===== src/rtl/window_gen_3x3_pkg.sv =====
// -----------------------------------------------------------------------------
// window_gen_3x3_pkg
//   Shared constants for the 3x3 sliding-window generator:
//     - DATA_W_DEF : default signed pixel width
//     - WIN_*      : row-major window slot indices, WIN_TL = (r-2,c-2) ..
//                    WIN_BR = (r,c)
//     - win_idx()  : (window row, window column) -> slot index
// -----------------------------------------------------------------------------
package window_gen_3x3_pkg;

    localparam int DATA_W_DEF = 8;

    localparam int WIN_DIM = 3;
    localparam int WIN_N   = WIN_DIM * WIN_DIM;

    // Window slots, row-major. Top row is the oldest image row (r-2).
    localparam int WIN_TL = 0;
    localparam int WIN_TC = 1;
    localparam int WIN_TR = 2;
    localparam int WIN_ML = 3;
    localparam int WIN_MC = 4;
    localparam int WIN_MR = 5;
    localparam int WIN_BL = 6;
    localparam int WIN_BC = 7;
    localparam int WIN_BR = 8;

    function automatic int win_idx(input int r, input int c);
        return r * WIN_DIM + c;
    endfunction

endpackage


===== src/rtl/window_gen_3x3_line_buffer.sv =====
// -----------------------------------------------------------------------------
// line_buffer
//   One image row of storage. Read is combinational at the same address that
//   is written, so rdata shows the value stored *before* this cycle's write;
//   that old value is what cascades into the next (older) line buffer.
//
//   Ports:
//     clk   : clock, write on rising edge
//     we    : write enable
//     addr  : column address (0..DEPTH-1)
//     wdata : data written at addr when we
//     rdata : current content at addr (pre-write)
//
//   Storage is intentionally not reset; the window generator never exposes a
//   column/row that has not been written in the current frame.
// -----------------------------------------------------------------------------
module line_buffer #(
    parameter  int DEPTH  = 28,
    parameter  int DATA_W = 8,
    localparam int ADDR_W = (DEPTH > 1) ? $clog2(DEPTH) : 1
) (
    input  logic              clk,
    input  logic              we,
    input  logic [ADDR_W-1:0] addr,
    input  logic [DATA_W-1:0] wdata,
    output logic [DATA_W-1:0] rdata
);

    logic [DATA_W-1:0] mem [DEPTH];

    assign rdata = mem[addr];

    always_ff @(posedge clk) begin
        if (we) begin
            mem[addr] <= wdata;
        end
    end

endmodule


===== src/rtl/window_gen_3x3.sv =====
// -----------------------------------------------------------------------------
// window_gen_3x3
//   Converts a raster-order pixel stream into 3x3 "valid" convolution windows
//   (no padding). One window per pixel at (row>=2, col>=2), presented one
//   cycle after that pixel is accepted, through a single-entry output stage.
//
//   Ports:
//     clk, rst          : clock; synchronous active-high reset
//     in_valid/in_data  : raster pixel stream (signed DATA_W)
//     in_ready          : pixel accepted when in_valid && in_ready
//     out_valid         : window on win0..win8 is valid
//     out_ready         : downstream consumes the window
//     win0..win8        : row-major window, win0 = (r-2,c-2), win8 = (r,c)
//     out_last          : final window of the frame (qualified by out_valid)
// -----------------------------------------------------------------------------
module window_gen_3x3
    import window_gen_3x3_pkg::*;
#(
    parameter int IMG_W  = 28,
    parameter int IMG_H  = 28,
    parameter int DATA_W = DATA_W_DEF
) (
    input  logic                     clk,
    input  logic                     rst,
    input  logic                     in_valid,
    input  logic signed [DATA_W-1:0] in_data,
    output logic                     in_ready,
    output logic                     out_valid,
    input  logic                     out_ready,
    output logic signed [DATA_W-1:0] win0,
    output logic signed [DATA_W-1:0] win1,
    output logic signed [DATA_W-1:0] win2,
    output logic signed [DATA_W-1:0] win3,
    output logic signed [DATA_W-1:0] win4,
    output logic signed [DATA_W-1:0] win5,
    output logic signed [DATA_W-1:0] win6,
    output logic signed [DATA_W-1:0] win7,
    output logic signed [DATA_W-1:0] win8,
    output logic                     out_last
);

    localparam int NUM_LB = 2;
    localparam int COL_W  = $clog2(IMG_W);
    localparam int ROW_W  = $clog2(IMG_H);

    localparam logic [COL_W-1:0] COL_LAST = COL_W'(IMG_W - 1);
    localparam logic [ROW_W-1:0] ROW_LAST = ROW_W'(IMG_H - 1);

    logic [COL_W-1:0] col;
    logic [ROW_W-1:0] row;

    logic accept;
    logic produce;
    logic col_end;
    logic frame_end;

    // lb_rdata[0] = row r-1 at col, lb_rdata[1] = row r-2 at col
    logic [NUM_LB-1:0][DATA_W-1:0] lb_wdata;
    logic [NUM_LB-1:0][DATA_W-1:0] lb_rdata;

    logic [WIN_N-1:0][DATA_W-1:0] win_q;
    logic [WIN_N-1:0][DATA_W-1:0] win_nxt;

    // -------------------------------------------------------------------------
    // Handshake. in_ready depends only on registered state and out_ready, so
    // there is no combinational path from in_valid.
    // -------------------------------------------------------------------------
    assign in_ready  = !out_valid || out_ready;
    assign accept    = in_valid && in_ready;
    assign col_end   = (col == COL_LAST);
    assign frame_end = col_end && (row == ROW_LAST);

    // Only positions with two full rows/columns of history form a window;
    // this also masks stale line-buffer data left over from the previous
    // row or frame.
    assign produce = accept && (row > ROW_W'(1)) && (col > COL_W'(1));

    // -------------------------------------------------------------------------
    // Line buffers, cascaded: each accepted pixel goes into LB0 at col, and
    // LB0's previous content at col is pushed into LB1 at col.
    // -------------------------------------------------------------------------
    assign lb_wdata[0] = in_data;
    assign lb_wdata[1] = lb_rdata[0];

    for (genvar i = 0; i < NUM_LB; i++) begin : g_lb
        line_buffer #(
            .DEPTH (IMG_W),
            .DATA_W(DATA_W)
        ) u_lb (
            .clk  (clk),
            .we   (accept),
            .addr (col),
            .wdata(lb_wdata[i]),
            .rdata(lb_rdata[i])
        );
    end

    // -------------------------------------------------------------------------
    // Window shift: every window row moves one column left and the new right
    // column is {r-2, r-1, r} at the current col.
    // -------------------------------------------------------------------------
    always_comb begin
        win_nxt = win_q;
        for (int r = 0; r < WIN_DIM; r++) begin
            for (int c = 0; c < WIN_DIM - 1; c++) begin
                win_nxt[win_idx(r, c)] = win_q[win_idx(r, c + 1)];
            end
        end
        win_nxt[WIN_TR] = lb_rdata[1];
        win_nxt[WIN_MR] = lb_rdata[0];
        win_nxt[WIN_BR] = in_data;
    end

    // -------------------------------------------------------------------------
    // Counters, window register and output stage.
    // The window register only moves on accept, and accept while out_valid
    // implies out_ready, so a held window can never be disturbed.
    // -------------------------------------------------------------------------
    always_ff @(posedge clk) begin
        if (rst) begin
            col       <= '0;
            row       <= '0;
            win_q     <= '0;
            out_valid <= 1'b0;
            out_last  <= 1'b0;
        end else begin
            if (accept) begin
                win_q <= win_nxt;
                if (col_end) begin
                    col <= '0;
                    row <= (row == ROW_LAST) ? '0 : row + ROW_W'(1);
                end else begin
                    col <= col + COL_W'(1);
                end
            end

            // New window wins over a same-cycle consume; otherwise a consume
            // empties the stage.
            if (produce) begin
                out_valid <= 1'b1;
                out_last  <= frame_end;
            end else if (out_ready) begin
                out_valid <= 1'b0;
            end
        end
    end

    assign win0 = win_q[WIN_TL];
    assign win1 = win_q[WIN_TC];
    assign win2 = win_q[WIN_TR];
    assign win3 = win_q[WIN_ML];
    assign win4 = win_q[WIN_MC];
    assign win5 = win_q[WIN_MR];
    assign win6 = win_q[WIN_BL];
    assign win7 = win_q[WIN_BC];
    assign win8 = win_q[WIN_BR];

endmodule


===== config.mk =====
export PLATFORM = sky130hd
export DESIGN_NAME = window_gen_3x3
export DESIGN_NICKNAME = d
export VERILOG_FILES = /design/src/rtl/window_gen_3x3_pkg.sv /design/src/rtl/window_gen_3x3_line_buffer.sv /design/src/rtl/window_gen_3x3.sv
export SDC_FILE = /design/constraint.sdc
export NUM_CORES = 1
export LEC_CHECK = 0
export ABC_AREA = 0
export BUFFER_PORTS_ARGS = -buffer_cell sky130_fd_sc_hd__buf_2
export CAP_MARGIN = 20
export CORE_MARGIN = 2
export CORE_UTILIZATION = 55
export CTS_CLUSTER_DIAMETER = 200
export CTS_CLUSTER_SIZE = 20
export DETAILED_ROUTE_END_ITERATION = 6
export GPL_TIMING_DRIVEN = 0
export PLACE_DENSITY_LB_ADDON = 0.1
export SYNTH_ARGS = -nofsm -noshare
export SYNTH_HDL_FRONTEND = slang
export SYNTH_HIERARCHICAL = 1
export SYNTH_SLANG_ARGS = --single-unit

===== constraint.sdc =====
create_clock -name clk -period 2.6 [get_ports clk]
set_clock_uncertainty 0.2 [all_clocks]
set_input_delay 0.13 -clock clk [delete_from_list [all_inputs] [get_ports clk]]
set_output_delay 0.13 -clock clk [all_outputs]
set_load 0.05 [all_outputs]

== Yosys cells after proc, flatten, opt, wreduce, memory -nomap -nowiden ==
Memory sizes are Yosys's and may differ from the RTL's. A register that Yosys moved wholly into a read port is not among the register bits.
Index checks and enable logic that the tools add are counted.
Storage, ports and cells
  register bits after elaboration: 76
  memory bits (writable): 448
  input bits: 12
  output and inout bits: 75
  logic and storage cells: 36
  memories: 2
Memory list
  g_lb[0].u_lb.mem: depth 28, bits a word 8, rd ports 1, clocked after Yosys merged registers in 1, write ports 1, RTL line window_gen_3x3_line_buffer.sv:29  | logic [DATA_W-1:0] mem [DEPTH];
  g_lb[1].u_lb.mem: depth 28, bits a word 8, rd ports 1, clocked after Yosys merged registers in 1, write ports 1, RTL line window_gen_3x3_line_buffer.sv:29
Cells by class
  $add $sub $neg: 2
  magnitude comparators: 2
  eq/ne operators: 2
  mux-type cells: 8
  reduce and logical (&&, ||, !) cells: 8
Operators with widths (count)
  $mux W5: 4
  $add A5 B1 Y5 const B: 2
  $eq A5 B5 Y1 const B: 2
  $gt A5 B1 Y1 const B: 2
  $logic_and A1 B1 Y1: 4
  $mux W1: 4
  $reduce_and A2 Y1: 1
  $reduce_bool A2 Y1: 1
  $logic_not A1 Y1: 1
  $logic_or A1 B1 Y1: 1

== Longest topological paths before layout ==
Gate-level depths: netlist (run 1).
  word-level depth: 6
  mapped depth: 9
  gate-level depth less buffers: 6

== Modules after synthesis ==
The synthesis (run 1) kept the hierarchy.
Modules (own cells, without submodules)
  line_buffer: instances 2, cells each 454, area an instance 8799.7 µm², seq. area each 6726.5 µm²
  window_gen_3x3: instances 1, cells each 386, area an instance 3085.5 µm², seq. area each 1681.6 µm²

== Worst setup path before layout (run 1) ==
No wires, ideal clock.
  path kind: register to register
  start: reg out_valid
  end: mem g_lb[0].u_lb.mem[4][0] (enable)
  data arrival time: 2.531 ns
  required time: 2.017 ns
  setup slack: -0.514 ns
  stages on the path, launching flop included: 9
  path buffers: 3
  cell sequence: dfxtp_1 nand2b_1 buf_2 nand2_1 inv_2 buf_2 or3b_1 clkbuf_1 nor3_1
Between the ends
  word-level cells in the longest chain between the ends: 5
RTL lines
  start: declaration: RTL line window_gen_3x3.sv:28  | output logic out_valid,
  start signal: assignment: RTL line window_gen_3x3.sv:124  | out_valid <= 1'b0;
  start signal: assignment: RTL line window_gen_3x3.sv:140  | out_valid <= 1'b1;
  start signal: assignment: RTL line window_gen_3x3.sv:143  | out_valid <= 1'b0;
  $logic_not A1 Y1: RTL line window_gen_3x3.sv:68  | assign in_ready = !out_valid || out_ready;
  $logic_or A1 B1 Y1: RTL line window_gen_3x3.sv:68
  via in_ready: RTL line window_gen_3x3.sv:27  | output logic in_ready,
  $logic_and A1 B1 Y1: RTL line window_gen_3x3.sv:69  | assign accept = in_valid && in_ready;
  via accept: RTL line window_gen_3x3.sv:52  | logic accept;
  $mux W1: RTL line window_gen_3x3_line_buffer.sv:34  | if (we) begin
  $mux W1 (not written as such): RTL line window_gen_3x3_line_buffer.sv:35  | mem[addr] <= wdata;
  end: declaration: RTL line window_gen_3x3_line_buffer.sv:29
The timed path passes the listed nets, and every way through them passes these cells.

== Worst setup path in the final report (run 1) ==
  start: reg out_valid
  end: mem g_lb[0].u_lb.mem[4][1] (enable)
Between the ends
  word-level cells in the longest chain between the ends: 5
RTL lines (RTL line)
  $logic_not A1 Y1: window_gen_3x3.sv:68
  $logic_or A1 B1 Y1: window_gen_3x3.sv:68
  $logic_and A1 B1 Y1: window_gen_3x3.sv:69
  via accept: window_gen_3x3.sv:52
  $mux W1: window_gen_3x3_line_buffer.sv:34
  $mux W1 (not written as such): window_gen_3x3_line_buffer.sv:35
The timed path passes the listed nets, and every way through them passes these cells.

==> impl_metrics.csv, run 1 <==
group,metric,value,unit
pwr,power.leakage,7.66,nW
placed_design,hpwl,30.6,mm
drt,routed_wirelength,46.0,mm
drt,drc_errors,0,
global_routing,grtUsageMet2,40.0,%
die,ioPinCount,87,
drt,drt_pass1_iterations,5,
setup_path,cp_num_buf_inv,5,
setup_path,crit_required,2710,ps
global_routing,use_met1,32.0,%
yosys,yosysMostFrequentCell,"edfxtp_1",
timing,drv_slew,0,
yosys,synth_nets,1310,
placed_design,gp_congestion,0.858,
timing,relSlewSlack,50.5,%
yosys,synth_seq_area_share,73.2,%
die,die-area,39200,um2
setup_path,endpoint,"g_lb[0].u_lb/mem[4][1]",
drt,vias,11691,
setup_path,cp.depth,9,
setup_path,cp-start-kind,"flop",
clock_tree,cts_sinks,532,
layout,drive_gt1_share,25.6,%
drt,drtAntennaViolNets,0,
setup_path,worstSetupEndpointType,"flop",
yosys,async_reset_ff_share,0,%
setup_path,arrival,2710,ps
placed_design,place_area,22000,um2
yosys,ys_types,44,
yosys,synth_top_area_cell,"edfxtp_1",
timing,worst_pin_slew,743,ps
clock_tree,cts_made_buffers,30,
die,start_util,55.4,%
layout,fin_util,63.7,%
layout,design_area,23800,um2
placed_design,port-buffer-count,86,
timing,hold_viol,0,
clock_tree,clk_path_buf_depth,3,
layout,antenna_cells,0,
timing,setup_violations,5,
global_routing,gr-total-overflow,0,
clock_tree,cts.root.buffer_cell,"clkbuf_16",
layout,final_nets,1482,
global_routing,grt_max_degree,30,
yosys,synthFlopType,"edfxtp_1",
setup_path,slowest_stage,"or3b_1",
setup_path,cpLargestDelayFamily,"buffers and inverters",
setup_path,startpoint,"out_valid",
setup_path,r2r_start,"out_valid",
pwr,combPwrFrac,9.4,%
layout,syn_to_final_growth,14.9,%
clock_tree,clkLatencyLatePin,600,ps
yosys,synth_top_area_share,65.0,%
setup_path,crit_type,"reg2reg",
setup_path,worstPathCellList,"nand2b_1, buf_4, nand2_1, inv_2, buf_8, or3b_1, clkbuf_4, nor3_4, buf_12",
global_routing,grt-busiest-layer,"met2",
clock_tree,htree_levels,1,
placed_design,dp_slack,-991,ps
setup_path,r2r-end,"g_lb[0].u_lb/mem[4][1]",
timing,period_share,100,%
die,die_h,198,um
layout,fillers,2685,
drt,wl_per_cell,23.4,um
drt,viasPerCell,5.95,
yosys,synth_area_leaders,"edfxtp_1 65%, dfxtp_1 8.1%, mux4_2 7.4%",
yosys,synth-edff-count,448,
global_routing,use_met3,3.25,%
timing,finalWorstSetupSlack,-4.80,ps
yosys,syn_inst,1294,
global_routing,grt_usage,23.7,%
yosys,synth_commonest_cells,"448 x edfxtp_1, 192 x nand2_1, 90 x mux2i_1",
die,dieWidth,198,um
pwr,power.internal,0.0122,W
pwr,clockPowerShare,30.6,%
min_path,min_path_type,"in2reg",
setup_path,max_stage_delay,370,ps
drt,drt-initial-drc-count,998,
clock_tree,cts_tree,"yes",
global_routing,antenna_found_initial,0,
pwr,peakVddDrop,0.000668,V
timing,rsz0062_at_grt,"true",
yosys,ys_warn_count,6,
timing,fmax,0.384,GHz
die,rows,71,
yosys,syn_area_per_cell,16.0,um2
pwr,p_sw_share,22.8,%
pwr,switchingPower,0.00359,W
die,core,37300,um2
job,drv_cap,0,
pwr,pwr_density_cell,664,nW/um2
timing,holdWs,188,ps
setup_path,r2r_slack,-5,ps
status,violations,"negative setup slack",
yosys,synth_seq_cells,532,
setup_path,path_max_fanout,17,
status,outcome,"complete, but fails checks",
global_routing,first_global_vias,11442,
pwr,pwr-share-seq,60.0,%
clock_tree,path_clk_slew,90,ps
timing,min_period,2600,ps
yosys,synth_area,20700,um2
global_routing,grt_pass1_wl,68.9,mm
setup_path,r2r_cells,9,
sequential cells by signal, summed over array words and instances (netlist names):
signal	flops
out_valid	1
win5	8
win7	8
win8	8
g_lb.u_lb/mem	448
win3	8
col	5
win0	8
win2	8
win4	8
row	5
win6	8
win1	8
out_last	1
stage by stage:
stage	cells	total power, W	TNS (ps)
after floorplan	1294	0.0105	0
after global placement	1854	0.0110	-506740
after detailed placement	1872	0.0110	-243720
after CTS	1966	0.0159	-2230
after global routing	1964	0.0163	-1700
final	1964	0.0158	-10.8
layout make-up:
cell class | count | area, um2 | area share, %
flip-flops and latches | 532 | 15200 | 63.8
clock buffers | 55 | 866 | 3.64
repair buffers | 142 | 1000 | 4.21
clock inverters | 1 | 8.76 | 0.0369
plain buffers | 76 | 531 | 2.23
inverters | 8 | 30.0 | 0.126
multi-input cells | 676 | 5580 | 23.5
well taps | 474 | 593 | 2.50
cells by family after synthesis:
family,after synthesis,synth area share (%)
flops,532,73.2
simple gates,354,7.97
mux,160,11.9
compound gates,157,4.50
buf+inv,87,2.25
fa+ha+maj,4,0.242
cells in the final DEF (no fill, tap or decap), types with 7 or more instances in the layout:
| cell type | synthesis | layout |
|---|---|---|
| nor3_4 | 0 | 10 |
| clkbuf_16 | 0 | 31 |
| a22oi_1 | 24 | 13 |
| dlygate4sd3_1 | 0 | 12 |
| inv_1 | 7 | 7 |
| a22oi_2 | 0 | 11 |
| mux4_2 | 68 | 68 |
| nor3_2 | 0 | 9 |
| nor2_4 | 0 | 16 |
| buf_4 | 9 | 32 |
| buf_8 | 0 | 11 |
| nor2_1 | 50 | 9 |
| nand4_1 | 25 | 25 |
| nor2_2 | 0 | 25 |
| buf_6 | 9 | 13 |
| buf_12 | 0 | 8 |
| a21oi_1 | 81 | 81 |
| clkbuf_4 | 0 | 7 |
| nand3b_1 | 9 | 9 |
| dfxtp_1 | 84 | 78 |
| o21ai_1 | 20 | 19 |
| nand2_1 | 192 | 192 |
| buf_2 | 30 | 109 |
| edfxtp_1 | 448 | 448 |
| or3_1 | 10 | 9 |
| mux2i_1 | 90 | 90 |
| nor2b_2 | 0 | 7 |
| a221oi_1 | 12 | 12 |
| clkbuf_1 | 29 | 47 |
metal layers:
| layer | share of wire (%) | vias to the layer above |
|---|---|---|
| met4 | 3.6 | 0 |
| met3 | 5.5 | 94 |
| met1 | 41 | 5890 |
| li1 | - | 5320 |
| met2 | 50 | 387 |
| met5 | 0 | - |
worst register-to-register path, stage by stage (launching register included):
cell	delay (ps)
dfxtp_2	320
nand2b_1	60
buf_4	160
nand2_1	100
inv_2	170
buf_8	220
or3b_1	370
clkbuf_4	260
nor3_4	280
buf_12	170
worst min-delay path by stage:
stage,start,end,slack (ps),cells past startpoint
after global routing,rst,out_last,240,4
final,rst,out_last,190,4
after floorplan,in_data[0],g_lb[0].u_lb/mem[0][0],30,0
after CTS,rst,out_last,170,4
after global placement,win3[0],win3[0],240,2
after detailed placement,win0[5],win0[5],240,2
power groups by stage:
stage / sequential (W) / combinational, W / clock (W)
floorplan: 0.00983 / 0.000676 / 0
global placement: 0.00968 / 0.00127 / 0
detailed placement: 0.00967 / 0.00133 / 0
CTS: 0.00947 / 0.00145 / 0.00493
global route: 0.00948 / 0.00157 / 0.00523
finish: 0.00947 / 0.00148 / 0.00482
timing repair:
item | in CTS | in global routing
gates cloned | 1 | 0
hold buffers | 12 | 0
gates resized for setup | 92 | 45
pin swaps | 15 | 3
setup buffers | 25 | 1
setup endpoints to repair | 673 | 345
hold endpoints to repair | 262 | 0
(Power assumes the default switching activity.)
==> inputs of run 2 (changes only) <==
--- a/config.mk
+++ b/config.mk
@@ -8,8 +8,10 @@
 export ABC_AREA = 0
 export BUFFER_PORTS_ARGS = -buffer_cell sky130_fd_sc_hd__buf_2
 export CAP_MARGIN = 20
+export CELL_PAD_IN_SITES_DETAIL_PLACEMENT = 1
+export CELL_PAD_IN_SITES_GLOBAL_PLACEMENT = 2
 export CORE_MARGIN = 2
-export CORE_UTILIZATION = 55
+export CORE_UTILIZATION = 41
 export CTS_CLUSTER_DIAMETER = 200
 export CTS_CLUSTER_SIZE = 20
 export DETAILED_ROUTE_END_ITERATION = 6
==> impl_metrics.csv, run 2 (synthesized netlist as in run 1, its figures left out) <==
group,metric,value,unit
status,outcome,"finished clean",
clock_tree,cts_tree,"yes",
setup_path,crit_required,2930,ps
die,die-area,52300,um2
drt,drtAntennaViolNets,0,
timing,rsz0062_at_grt,"false",
timing,holdWs,195,ps
drt,vias,11726,
layout,antenna_cells,0,
placed_design,gp_congestion,0.790,
timing,worst_pin_slew,683,ps
timing,relSlewSlack,54.5,%
drt,routed_wirelength,53.3,mm
layout,fillers,4870,
layout,final_common_cell,"edfxtp_1",
setup_path,path_max_fanout,16,
die,start_util,41.4,%
clock_tree,path_clk_slew,90,ps
global_routing,grt_pass1_wl,80.2,mm
setup_path,cp-start-kind,"flop",
min_path,hold_path_depth,4,
setup_path,arrival,2920,ps
timing,min_period,2590,ps
clock_tree,cts.root.buffer_cell,"clkbuf_16",
min_path,min_path_type,"in2reg",
timing,drv_slew,0,
global_routing,grt_max_degree,30,
pwr,power.total,0.0160,W
setup_path,r2r_start,"col[1]",
setup_path,worstSetupEndpointType,"flop",
drt,drc_errors,0,
setup_path,r2r_cells,11,
layout,top_register,"g_lb.u_lb/mem",
timing,hold_viol,0,
min_path,min_from,"rst",
timing,setup_violations,0,
drt,wl_per_cell,24.5,um
die,die_h,229,um
clock_tree,cts_made_buffers,30,
placed_design,hpwl,36.0,mm
clock_tree,clk_path_buf_depth,3,
placed_design,port-buffer-count,86,
layout,syn_to_final_growth,17.8,%
clock_tree,cts_sinks,532,
layout,largest_register_ffs,448,
global_routing,first_global_vias,12488,
layout,final_nets,1501,
timing,finalSetupTns,0,ps
setup_path,crit_type,"reg2reg",
pwr,pwr_density_cell,657,nW/um2
global_routing,gr-total-overflow,0,
job,drv_cap,0,
pwr,power.leakage,7.83,nW
layout,final_cell_mix,"448 x edfxtp_1, 191 x nand2_1, 105 x buf_2, 85 x mux2i_1, 81 x a21oi_1",
clock_tree,clkLatencyLatePin,620,ps
global_routing,grt_usage,20.4,%
die,core,50000,um2
die,dieWidth,229,um
clock_tree,htree_levels,1,
die,rows,82,
pwr,peakVddDrop,0.000619,V
layout,drive_gt1_share,27.1,%
global_routing,antenna_found_initial,0,
drt,viasPerCell,5.38,
drt,drt_pass1_iterations,5,
die,ioPinCount,87,
timing,fmax,0.386,GHz
setup_path,startpoint,"col[1]",
drt,drt-initial-drc-count,748,
timing,period_share,99.6,%
[run 2: changes by cell type in the layout (fill, tap and decap cells not counted), sizes merged]
cell	previous run	this run
buf	174	195
o21ai	25	24
clkbuf	87	85
[run 2: through the flow]
step                      util [%]  cell area (um2)  instances  worst slack (ps)
after floorplan                  -            20800       1294              13.1
after global placement        44.1            22000       2052             -2070
after detailed placement      44.6            22300       2074             -1260
after CTS                     48.2            24100       2172             -33.5
after global routing          48.8            24400       2180             0.523
final                         48.8            24400       2180              11.6
[run 2: worst max-delay path, stage by stage (launching register included)]
cell and delay [ps]:
dfxtp_4 380, buf_12 160, buf_12 160, buf_12 150
mux2i_2 150, a22oi_1 240, nand4_1 330, nand4_1 240
buf_8 150, buf_16 150, nand2_1 60, a21oi_1 120
[run 2: layout make-up]
| cell class | count | area (um2) | share of cell area, % |
|---|---|---|---|
| multi-input combinational | 675 | 5610 | 23.0 |
| clock buffer | 54 | 862 | 3.54 |
| sequential | 532 | 15200 | 62.2 |
| inverter | 8 | 32.5 | 0.134 |
| clock inverter | 1 | 8.76 | 0.0360 |
| timing repair buffer | 161 | 1260 | 5.16 |
| tap | 672 | 841 | 3.45 |
| buffer | 77 | 597 | 2.45 |
[run 2: power breakdown]
group	internal, W	switching, W	total (W)
sequential	0.00942	0.0000570	0.00947
clock	0.00225	0.00272	0.00496
combinational	0.000567	0.00101	0.00158
total	0.0122	0.00379	0.0160
[run 2: what timing repair did]
action                                 CTS  global route
endpoints found under the hold margin  262             0
pin swaps                               23            16
setup buffers                           31            10
setup endpoints to repair              688           299
hold buffers                            12             0
gates resized for setup                132            39
[run 2: path summary, 6_finish.rpt]
kind,endpoint,slack (ps)
worst min-delay path,out_last,200
worst min register to register,win6[0],250
worst max register to register,win5[3],10
worst max-delay path,win5[3],10
[run 2: layer usage]
metal  global-route usage [%]  part of all wire, %
met1                     26.8                   43
met2                     35.4                   51
met3                     2.68                  3.3
met4                     6.27                  3.4
met5                        0                    0
==> inputs of run 3 (changes only) <==
--- a/config.mk
+++ b/config.mk
@@ -10,8 +10,7 @@
 export CAP_MARGIN = 20
 export CELL_PAD_IN_SITES_DETAIL_PLACEMENT = 1
 export CELL_PAD_IN_SITES_GLOBAL_PLACEMENT = 2
-export CORE_MARGIN = 2
-export CORE_UTILIZATION = 41
+export CORE_UTILIZATION = 30
 export CTS_CLUSTER_DIAMETER = 200
 export CTS_CLUSTER_SIZE = 20
 export DETAILED_ROUTE_END_ITERATION = 6
@@ -19,5 +18,4 @@
 export PLACE_DENSITY_LB_ADDON = 0.1
 export SYNTH_ARGS = -nofsm -noshare
 export SYNTH_HDL_FRONTEND = slang
-export SYNTH_HIERARCHICAL = 1
 export SYNTH_SLANG_ARGS = --single-unit
==> impl_metrics.csv, run 3 <==
group,metric,value,unit
clock_tree,cts_sinks,537,
drt,drtAntennaViolNets,0,
layout,design_area,25000,um2
setup_path,worstPathCellList,"ha_1, nand2_1, nor2_2, buf_8",
timing,finalWorstSetupSlack,-55.7,ps
layout,final_nets,1501,
yosys,synthSimpleGateAreaFrac,6.02,%
min_path,min_path_type,"in2reg",
setup_path,worstSetupEndpointType,"flop",
clock_tree,cts.root.buffer_cell,"clkbuf_16",
layout,drive_gt1_share,24.4,%
timing,drv_slew,0,
placed_design,place_area,23000,um2
placed_design,port-buffer-count,86,
clock_tree,clk_path_buf_depth,3,
yosys,synth_mux_area_share,11.5,%
layout,final_common_cell,"edfxtp_1",
drt,routed_wirelength,62.7,mm
drt,wl_per_cell,25.7,um
yosys,synth-edff-count,448,
layout,syn_to_final_growth,20.1,%
yosys,ys_warn_count,0,
yosys,synth_compound_area_share,6.34,%
timing,hold_viol,0,
yosys,synth_commonest_cells,"448 x edfxtp_1, 157 x nand2_1, 123 x mux2i_1",
global_routing,grt_pass1_wl,89.3,mm
yosys,synth_top_area_cell,"edfxtp_1",
drt,drc_errors,0,
layout,top_register,"g_lb.u_lb.mem",
clock_tree,cts_tree,"yes",
timing,fmax,0.377,GHz
status,outcome,"complete, but fails checks",
yosys,synth_fa_ha_area_share,0.361,%
placed_design,dp_cells,2331,
placed_design,hpwl,42.2,mm
drt,vias,11833,
setup_path,slowest_stage,"nor2_2",
yosys,synth_top_area_share,64.6,%
global_routing,antenna_found_initial,0,
yosys,synthFlopType,"edfxtp_1",
drt,viasPerCell,4.85,
die,dieWidth,265,um
timing,holdWs,103,ps
setup_path,path_max_fanout,9,
yosys,yosysMostFrequentCell,"edfxtp_1",
placed_design,gp_congestion,0.762,
timing,period_share,102,%
yosys,syn_area_per_cell,16.1,um2
status,violations,"negative setup slack",
layout,final_cells,2440,
drt,drt-initial-drc-count,891,
setup_path,crit_type,"reg2reg",
global_routing,gr-total-overflow,0,
timing,worst_pin_slew,858,ps
pwr,power.leakage,8.09,nW
yosys,synth_seq_cells,537,
yosys,synth_seq_area_share,73.2,%
clock_tree,cts_made_buffers,30,
die,die_h,265,um
yosys,synth_top_family_by_area,"multiplexers",
pwr,pwr_density_cell,662,nW/um2
yosys,synth_area,20800,um2
yosys,ys_types,56,
setup_path,crit_required,2730,ps
die,start_util,30.3,%
clock_tree,clkLatencyLatePin,630,ps
clock_tree,path_clk_slew,90,ps
setup_path,arrival,2790,ps
pwr,power.total,0.0165,W
layout,largest_register_ffs,448,
yosys,synth_nets,1307,
die,rows,96,
yosys,synthXorXnorAreaFrac,0.0842,%
yosys,synth_area_leaders,"edfxtp_1 65%, dfxtp_1 8.6%, mux2i_1 5.9%",
timing,relSlewSlack,42.8,%
die,ioPinCount,87,
layout,fin_util,36.4,%
yosys,async_reset_ff_share,0,%
setup_path,max_stage_delay,700,ps
yosys,syn_inst,1289,
clock_tree,htree_levels,1,
die,die-area,70400,um2
job,drv_cap,0,
timing,min_period,2660,ps
timing,rsz0062_at_grt,"true",
global_routing,grt_usage,17.7,%
drt,drt_pass1_iterations,5,
setup_path,cp-start-kind,"flop",
die,core,68600,um2
timing,setup_violations,9,
global_routing,first_global_vias,12308,
layout,final_cell_mix,"448 x edfxtp_1, 152 x nand2_1, 121 x mux2i_1, 101 x buf_2, 88 x dfxtp_1",
pwr,peakVddDrop,0.000428,V
global_routing,grt_max_degree,30,
-- run 3: path summary, 6_finish.rpt --
| kind | to | slack (ps) | cells past startpoint | startpoint |
|---|---|---|---|---|
| worst max register to register | g_lb[0].u_lb.mem[23][4] | -60 | 4 | col[0] |
| worst min-delay path | win2[4] | 100 | 5 | out_ready |
| worst max-delay path | g_lb[0].u_lb.mem[23][4] | -60 | 4 | col[0] |
| worst min register to register | win0[4] | 260 | 2 | win0[4] |
-- run 3: power breakdown --
part	switching [W]	internal (W)	total (W)	leakage, nW
clock	0.00283	0.00220	0.00503	0.409
sequential	0.0000694	0.00955	0.00962	4.76
combinational	0.00126	0.000641	0.00190	2.92
total	0.00416	0.0124	0.0165	8.09
-- run 3: logic make-up after synthesis --
| kind of cell | count (synthesis) |
|---|---|
| AND/OR/NAND/NOR | 283 |
| multiplexers | 178 |
| XOR/XNOR | 2 |
| buffers and inverters | 80 |
| flip-flops | 537 |
| adder cells (fa/ha/maj) | 6 |
| AO/OA/AOI/OAI | 203 |
-- run 3: metal layers --
layer / track usage (%) / share of wire (%) / vias up
met1: 24.6 / 47 / 6221
met2: 29.7 / 48 / 194
li1: - / - / 5359
met5: 0 / 0 / -
met3: 2.07 / 3.4 / 59
met4: 3.39 / 1.7 / 0
-- run 3: layout make-up --
type | count | area [um2]
multi-input combinational | 674 | 5540
clock inverter | 2 | 21.3
sequential | 537 | 15200
antenna | 2 | 5.00
fill | 6935 | 43600
inverter | 6 | 25.0
clock buffer | 54 | 841
tap | 931 | 1160
timing repair buffer | 161 | 1580
buffer | 73 | 576
-- run 3: stage by stage --
| step | setup TNS (ps) | setup WS (ps) |
|---|---|---|
| 2_1_floorplan | -17250 | -92.1 |
| 3_3_place_gp | -660640 | -1800 |
| 6_report | -443 | -55.7 |
| 5_1_grt | -2690 | -168 |
| 3_5_place_dp | -262500 | -1340 |
| 4_1_cts | -23990 | -308 |
-- run 3: worst max-delay path: cells and delay by family, from the launching register on --
| family | cells | cell delay, ps |
|---|---|---|
| adders and majority gates | 1 | 340 |
| and+or+nand+nor | 2 | 1160 |
| buffers and inverters | 1 | 250 |
| DFF | 1 | 400 |
-- run 3: what timing repair did --
item                                    in CTS  in global routing
gates cloned                                 1                  1
pin swaps                                   20                 23
hold buffers                                11                  0
resized for setup                           71                 33
endpoints found under the setup margin     602                439
setup buffers                               20                 19
hold endpoints to repair                   255                  0
